[config.mk]
export PLATFORM = sky130hd
export DESIGN_NAME = ram_bus_arbiter
export DESIGN_NICKNAME = d
export VERILOG_FILES = /design/src/rtl/ram_bus_arbiter.sv
export SDC_FILE = /design/constraint.sdc
export NUM_CORES = 1
export LEC_CHECK = 0
export CORE_AREA = 5 5 104 106
export CTS_CLUSTER_DIAMETER = 200
export DETAILED_ROUTE_END_ITERATION = 12
export DIE_AREA = 0 0 109 111
export GPL_ROUTABILITY_DRIVEN = 0
export PLACE_DENSITY = 0.81
export SKIP_CTS_REPAIR_TIMING = 1
export SKIP_LAST_GASP = 1
export SYNTH_ARGS = -nofsm -noshare
export SYNTH_HDL_FRONTEND = slang
export SYNTH_SLANG_ARGS = --single-unit
[constraint.sdc]
create_clock -name clk_sys -period 2.1 [get_ports clk_sys]
set_clock_uncertainty 0.2 [all_clocks]
set_input_delay 0.42 -clock clk_sys [delete_from_list [all_inputs] [get_ports clk_sys]]
set_output_delay 0.42 -clock clk_sys [all_outputs]
set_load 0.03 [all_outputs]
[src/rtl/ram_bus_arbiter.sv]
// Two-requester (instruction fetch / data LSU) arbiter onto a single-port RAM with
// 1-cycle read latency, window-based error responses and a fetch-streak starvation guard.
module ram_bus_arbiter #(
  parameter int unsigned MEM_SIZE         = 65536,
  parameter logic [31:0] MEM_START        = 32'h0000_0000,
  parameter int unsigned MAX_INSTR_STREAK = 4
) (
  input  logic        clk_sys,
  input  logic        rst_sys_n,

  input  logic        instr_req,
  input  logic [31:0] instr_addr,
  output logic        instr_gnt,
  output logic        instr_rvalid,
  output logic        instr_err,
  output logic [31:0] instr_rdata,

  input  logic        data_req,
  input  logic        data_we,
  input  logic [3:0]  data_be,
  input  logic [31:0] data_addr,
  input  logic [31:0] data_wdata,
  output logic        data_gnt,
  output logic        data_rvalid,
  output logic        data_err,
  output logic [31:0] data_rdata,

  output logic        mem_req,
  output logic        mem_write,
  output logic [3:0]  mem_be,
  output logic [31:0] mem_addr,
  output logic [31:0] mem_wdata,
  input  logic [31:0] mem_rdata
);

  localparam logic [31:0] ADDR_MASK  = ~(32'(MEM_SIZE) - 32'd1);
  localparam logic [3:0]  STREAK_MAX = 4'(MAX_INSTR_STREAK);

  typedef enum logic [1:0] {
    SRC_NONE  = 2'd0,
    SRC_INSTR = 2'd1,
    SRC_DATA  = 2'd2
  } src_e;

  src_e       src_q, src_d;
  logic       err_q, err_d;
  logic [3:0] streak_q, streak_d;

  logic grant_instr, grant_data;
  logic instr_in_win, data_in_win;

  assign instr_in_win = ((instr_addr & ADDR_MASK) == MEM_START);
  assign data_in_win  = ((data_addr  & ADDR_MASK) == MEM_START);

  // Grants are gated by reset so every output reads 0 while rst_sys_n is low.
  always_comb begin
    grant_instr = 1'b0;
    grant_data  = 1'b0;
    if (rst_sys_n) begin
      if (instr_req && !(data_req && (streak_q == STREAK_MAX))) begin
        grant_instr = 1'b1;
      end else if (data_req) begin
        grant_data = 1'b1;
      end
    end
  end

  assign instr_gnt = grant_instr;
  assign data_gnt  = grant_data;

  always_comb begin
    streak_d = streak_q;
    if (!data_req || grant_data) begin
      streak_d = '0;
    end else if (grant_instr && (streak_q != STREAK_MAX)) begin
      streak_d = streak_q + 4'd1;
    end
  end

  always_comb begin
    mem_req   = 1'b0;
    mem_write = 1'b0;
    mem_be    = '0;
    mem_addr  = '0;
    mem_wdata = '0;
    if (grant_instr && instr_in_win) begin
      mem_req  = 1'b1;
      mem_be   = '1;
      mem_addr = instr_addr;
    end else if (grant_data && data_in_win) begin
      mem_req   = 1'b1;
      mem_write = data_we;
      mem_be    = data_be;
      mem_addr  = data_addr;
      mem_wdata = data_wdata;
    end
  end

  always_comb begin
    src_d = SRC_NONE;
    err_d = 1'b0;
    if (grant_instr) begin
      src_d = SRC_INSTR;
      err_d = !instr_in_win;
    end else if (grant_data) begin
      src_d = SRC_DATA;
      err_d = !data_in_win;
    end
  end

  always_ff @(posedge clk_sys or negedge rst_sys_n) begin
    if (!rst_sys_n) begin
      src_q    <= SRC_NONE;
      err_q    <= 1'b0;
      streak_q <= '0;
    end else begin
      src_q    <= src_d;
      err_q    <= err_d;
      streak_q <= streak_d;
    end
  end

  assign instr_rvalid = (src_q == SRC_INSTR);
  assign instr_err    = instr_rvalid && err_q;
  assign instr_rdata  = (instr_rvalid && !err_q) ? mem_rdata : '0;

  assign data_rvalid  = (src_q == SRC_DATA);
  assign data_err     = data_rvalid && err_q;
  assign data_rdata   = (data_rvalid && !err_q) ? mem_rdata : '0;

endmodule

Yosys cells after proc, flatten, opt, wreduce, memory -nomap -nowiden

Cells that the tools add are included.

$add $sub $neg: 1
Multiply operators: 0
Divide/modulo/power cells: 0
Magnitude comparators: 0
Eq/ne operators: 4
Shift operators: 0
Mux-type cells: 23
Bitwise logic cells: 0
Reductions and logical operators: 18

Operators by type and width:

| kind                                                             | count |
|---|---|
| 32-bit two-way mux                                               | 6 |
| 32-bit zero test                                                 | 2 |
| 4-bit two-way mux                                                | 4 |
| 1-bit two-way mux                                                | 11 |
| 1-bit logical AND                                                | 9 |
| 1-bit zero test                                                  | 5 |
| 4-bit by 1-bit adder with 4-bit output (second input constant)   | 1 |
| 4-bit by 3-bit == test with 1-bit output (second input constant) | 1 |
| 2-bit two-way mux                                                | 2 |
| 4-bit by 3-bit != test with 1-bit output (second input constant) | 1 |
| 2-bit by 1-bit == test with 1-bit output (second input constant) | 1 |
| 2-bit == test (second input constant)                            | 1 |
| 2-bit nonzero test                                               | 1 |
| 1-bit logical OR                                                 | 1 |

Register bits after elaboration: 7
Latch bits: 0
Bits in writable memories: 0
Bits in read-only memories: 0
Input bits: 137
Output and inout bits: 140
Logic and storage cells: 49
Memories kept: 0

Depth between registers and ports, before layout

Depth in word-level cells: 9
Gate-level depth with buffers: 7
Mapped depth without buffers: 6

Worst setup path before layout

No wires, ideal clock.

Path kind: in2out
From: in data_addr[27]
To: out mem_be[0]
Arrival: 1.879 ns
Data required time: 1.480 ns
Setup slack: -0.399 ns
Stages: 4
Buffers on the path: 1
Cell sequence: nor4_1 -> nand4_1 -> buf_2 -> o32ai_1

Longest elaborated chain between the ends: 4

RTL lines:

| what              | RTL line | RTL |
|---|---|---|
| from (decl)       | 21       | `input logic [31:0] data_addr,` |
| 32-bit zero test  | 53       | `assign data_in_win = ((data_addr & ADDR_MASK) == MEM_START);` |
| 1-bit logical AND | 90       | `end else if (grant_data && data_in_win) begin` |
| 4-bit two-way mux | 90       |  |
| 4-bit two-way mux | 86       | `if (grant_instr && instr_in_win) begin` |
| to (decl)         | 30       | `output logic [3:0] mem_be,` |

No other way between the ends.

Final worst setup path

From: in data_req
To: out mem_wdata[6]

Longest elaborated chain between the ends: 8
Elaborated cells on any way between the ends: 12

RTL lines:

| what                   | RTL line | RTL |
|---|---|---|
| from (decl)            | 18       | `input logic data_req,` |
| 1-bit logical AND      | 60       | `if (instr_req && !(data_req && (streak_q == STREAK_MAX))) begin` |
| 1-bit zero test        | 60       |  |
| 1-bit logical AND      | 60       |  |
| 1-bit two-way mux      | 60       |  |
| 1-bit two-way mux      | 59       | `if (rst_sys_n) begin` |
| 1-bit logical AND      | 90       |  |
| 32-bit two-way mux     | 90       |  |
| 32-bit two-way mux (*) | 86       |  |
| to (decl)              | 32       | `output logic [31:0] mem_wdata,` |

Mark *: on every way between the ends. The rest lies on a longest branch, timed or not.

==> out/summary.txt <==
Outcome - finished with violations
Failing checks - setup timing
WS Path Type - in -> out
Synthesized flop and latch total - 7
N_diodes - 0
Max frequency - 0.408 GHz
CP required - 1.48 ns
Area leader, netlist - and2_1
Initial Util - 20.2%
Final Cycle Share - 117%
Max Transition Viols Final - 0
Root Driver - clkbuf_8
Layout overhead on the synthesized area - 204%
PnR worst setup slack - -0.352 ns
Type of origin of the critical path - input port
Met3 Track Usage GR - 3.38%
I/O Buffers - 260
M1 GR Usage - 17.1%
Die width - 109 um
Met2 usage in global routing - 33.1%
Vias in the first global route - 3267
Ratio of cells with drive above 1 in the final layout - 51.6%
Final ANT Viol Nets - 0
Initial antenna violation count - 0
Core box area - 0.00968 sq mm
WL per Instance - 18.5 um
RSZ-0062 raised after global routing - yes
Htree depth - 1
Top Usage Layer GRT - met2
Max Root-Sink Buffers - 2
Max VDD drop - 120 uV
Clock Latency Late Sink - 0.23 ns
Final setup fails - 64
Share of flip-flops with an asynchronous set or reset after synthesis - 100%
Reg-to-reg critical path startpoint - streak_q[0]
Seq/Total Area, Yosys - 8.97%
Initial DRC count - 154
Leakage power - 3.11 nW
Top-area cell type share of the netlist area - 21.5%
Grt total ovfl - 0
First-pass GRT wire length - 16600 um
Pwr/cell area - 184 mW/mm^2
Critical path capture point type - primary output
Post-DP HPWL - 10400 um
Synth area leaders - and2_1 (21%), nor3_2 (10%), dfrtp_1 (9.0%)
CTS buffer count - 3
Final Core Density - 61.3%
Total wire length - 13300 um
Crit path DAT - 1.83 ns
Vias/cell - 4.66
Mean Syn Cell Area - 6.78 sq um
Pre-CTS setup slack - -0.622 ns
Hold Fails Final Rpt - 0
# IOs - 277
YS warnings - 0
Routed via count - 3336
Gate Count Post-Synth - 288
Drt pass-1 iters - 4
Mapped cell area - 0.00195 sq mm
Count of cell types in the netlist - 36
TritonCTS clock tree - built
Tmin final - 2.45 ns
DIE HEIGHT - 111 um
GRT Util Overall - 17.1%
Largest net degree at the start of global routing - 33
Rows - 36
Die ar. - 0.0121 sq mm
Critical path startpoint - data_req
Clk pin slew, worst setup/hold paths - 0.04 ns
Max FO, Critical Path - 7
CTS Sinks - 7
Layout Nets - 723
Number of enable flip-flop cells after synthesis - 0
Max-Cap Viols - 0
Top FF cell, synth - dfrtp_1
DRC viols - 0
Min-Delay Path Class - in -> async
==> flip-flops by register name (all words and copies together), names as in the netlist <==
signal    flops
src_q         2
err_q         1
streak_q      4
==> final timing paths <==
| check | slack, ns | cells after the start | endpoint |
|---|---|---|---|
| min in group clk_sys | 0.36 | 2 | streak_q[3] |
| min | 0.04 | 2 | streak_q[3] |
| max | -0.35 | 7 | mem_wdata[6] |
| max in group asynchronous | 1.47 | 2 | src_q[0] |
| min reg2reg | 0.36 | 2 | streak_q[3] |
| max reg2reg | 0.26 | 8 | err_q |
==> metrics by stage <==
step,power [mW],setup TNS (ns),cells,hold WS (ns),area (sq um)
after detailed placement,0.812,-31.29,698,0.340,5070
after global placement,0.799,-29.74,698,0.337,5070
after CTS,1.01,-33.05,702,0.349,5110
final,1.09,-15.66,716,0.0399,5940
after floorplan,0.435,-3.79,303,-0.0756,2350
after global routing,1.14,-21.64,716,0.0688,5940
==> worst max-delay path, stage by stage <==
cell             delay (ns)
clkdlybuf4s50_1        0.52
and2_4                 0.18
o21ai_4                0.08
buf_12                 0.15
buf_8                  0.14
nor3_4                 0.18
buf_6                  0.16
==> cell usage in the layout, fill, tap and decap left out, types with 4 or more instances in the layout <==
cell type / count
nor3_4: 31
and2_1: 34
nand2_1: 7
a32o_2: 16
nor2b_4: 4
conb_1: 16
dlymetal6s2s_1: 30
dfrtp_1: 7
clkdlybuf4s50_1: 102
and2_4: 33
nand3_1: 18
a21oi_1: 17
buf_12: 18
inv_2: 5
buf_6: 92
nor4_2: 4
inv_1: 35
clkbuf_2: 6
buf_4: 64
buf_8: 5
nor4_4: 4
==> Yosys cell counts (2+ instances only) <==
cell type / number
a32o_1: 16
o22ai_1: 3
ha_1: 2
inv_1: 37
clkbuf_1: 11
buf_4: 18
nand3b_1: 2
a31oi_1: 2
buf_2: 7
nor3_2: 20
nand2_1: 7
buf_6: 4
dfrtp_1: 7
nor3_1: 13
nand3_1: 18
o32ai_1: 4
and4_1: 2
and2_1: 67
inv_2: 3
buf_1: 2
nor4_1: 7
a21oi_1: 17
nand4_1: 2
nor2b_1: 5
==> layer usage <==
metal  up-vias  wire [um]
li1       1535          -
met1      1536       4410
met2       227       7170
met3        38       1140
met4         0        552
met5         -          0
==> cell type report <==
class	instances	area [sq um]
Clock buffer	4	45.0
Fill cell	743	3740
Inverter	41	161
Multi-Input combinational cell	212	1960
Sequential cell	7	175
Tap cell	133	166
Timing Repair Buffer	319	3430
==> power by group <==
group          switching (mW)  internal [mW]
clock                  0.0625          0.132
combinational           0.354          0.395
sequential            0.00607          0.141
==> cells by family (layout without fill, tap and decap cells) <==
kind of cell	after synthesis	in the layout	synth area share, %
other	1	16	0.192
buffers and inverters	84	364	22.3
AO/OA/AOI/OAI	46	46	18.1
adder cells (fa/ha/maj)	2	2	1.28
flip-flops	7	7	8.97
AND/OR/NAND/NOR	148	148	49.2
Power figures use the tool's default switching activity.
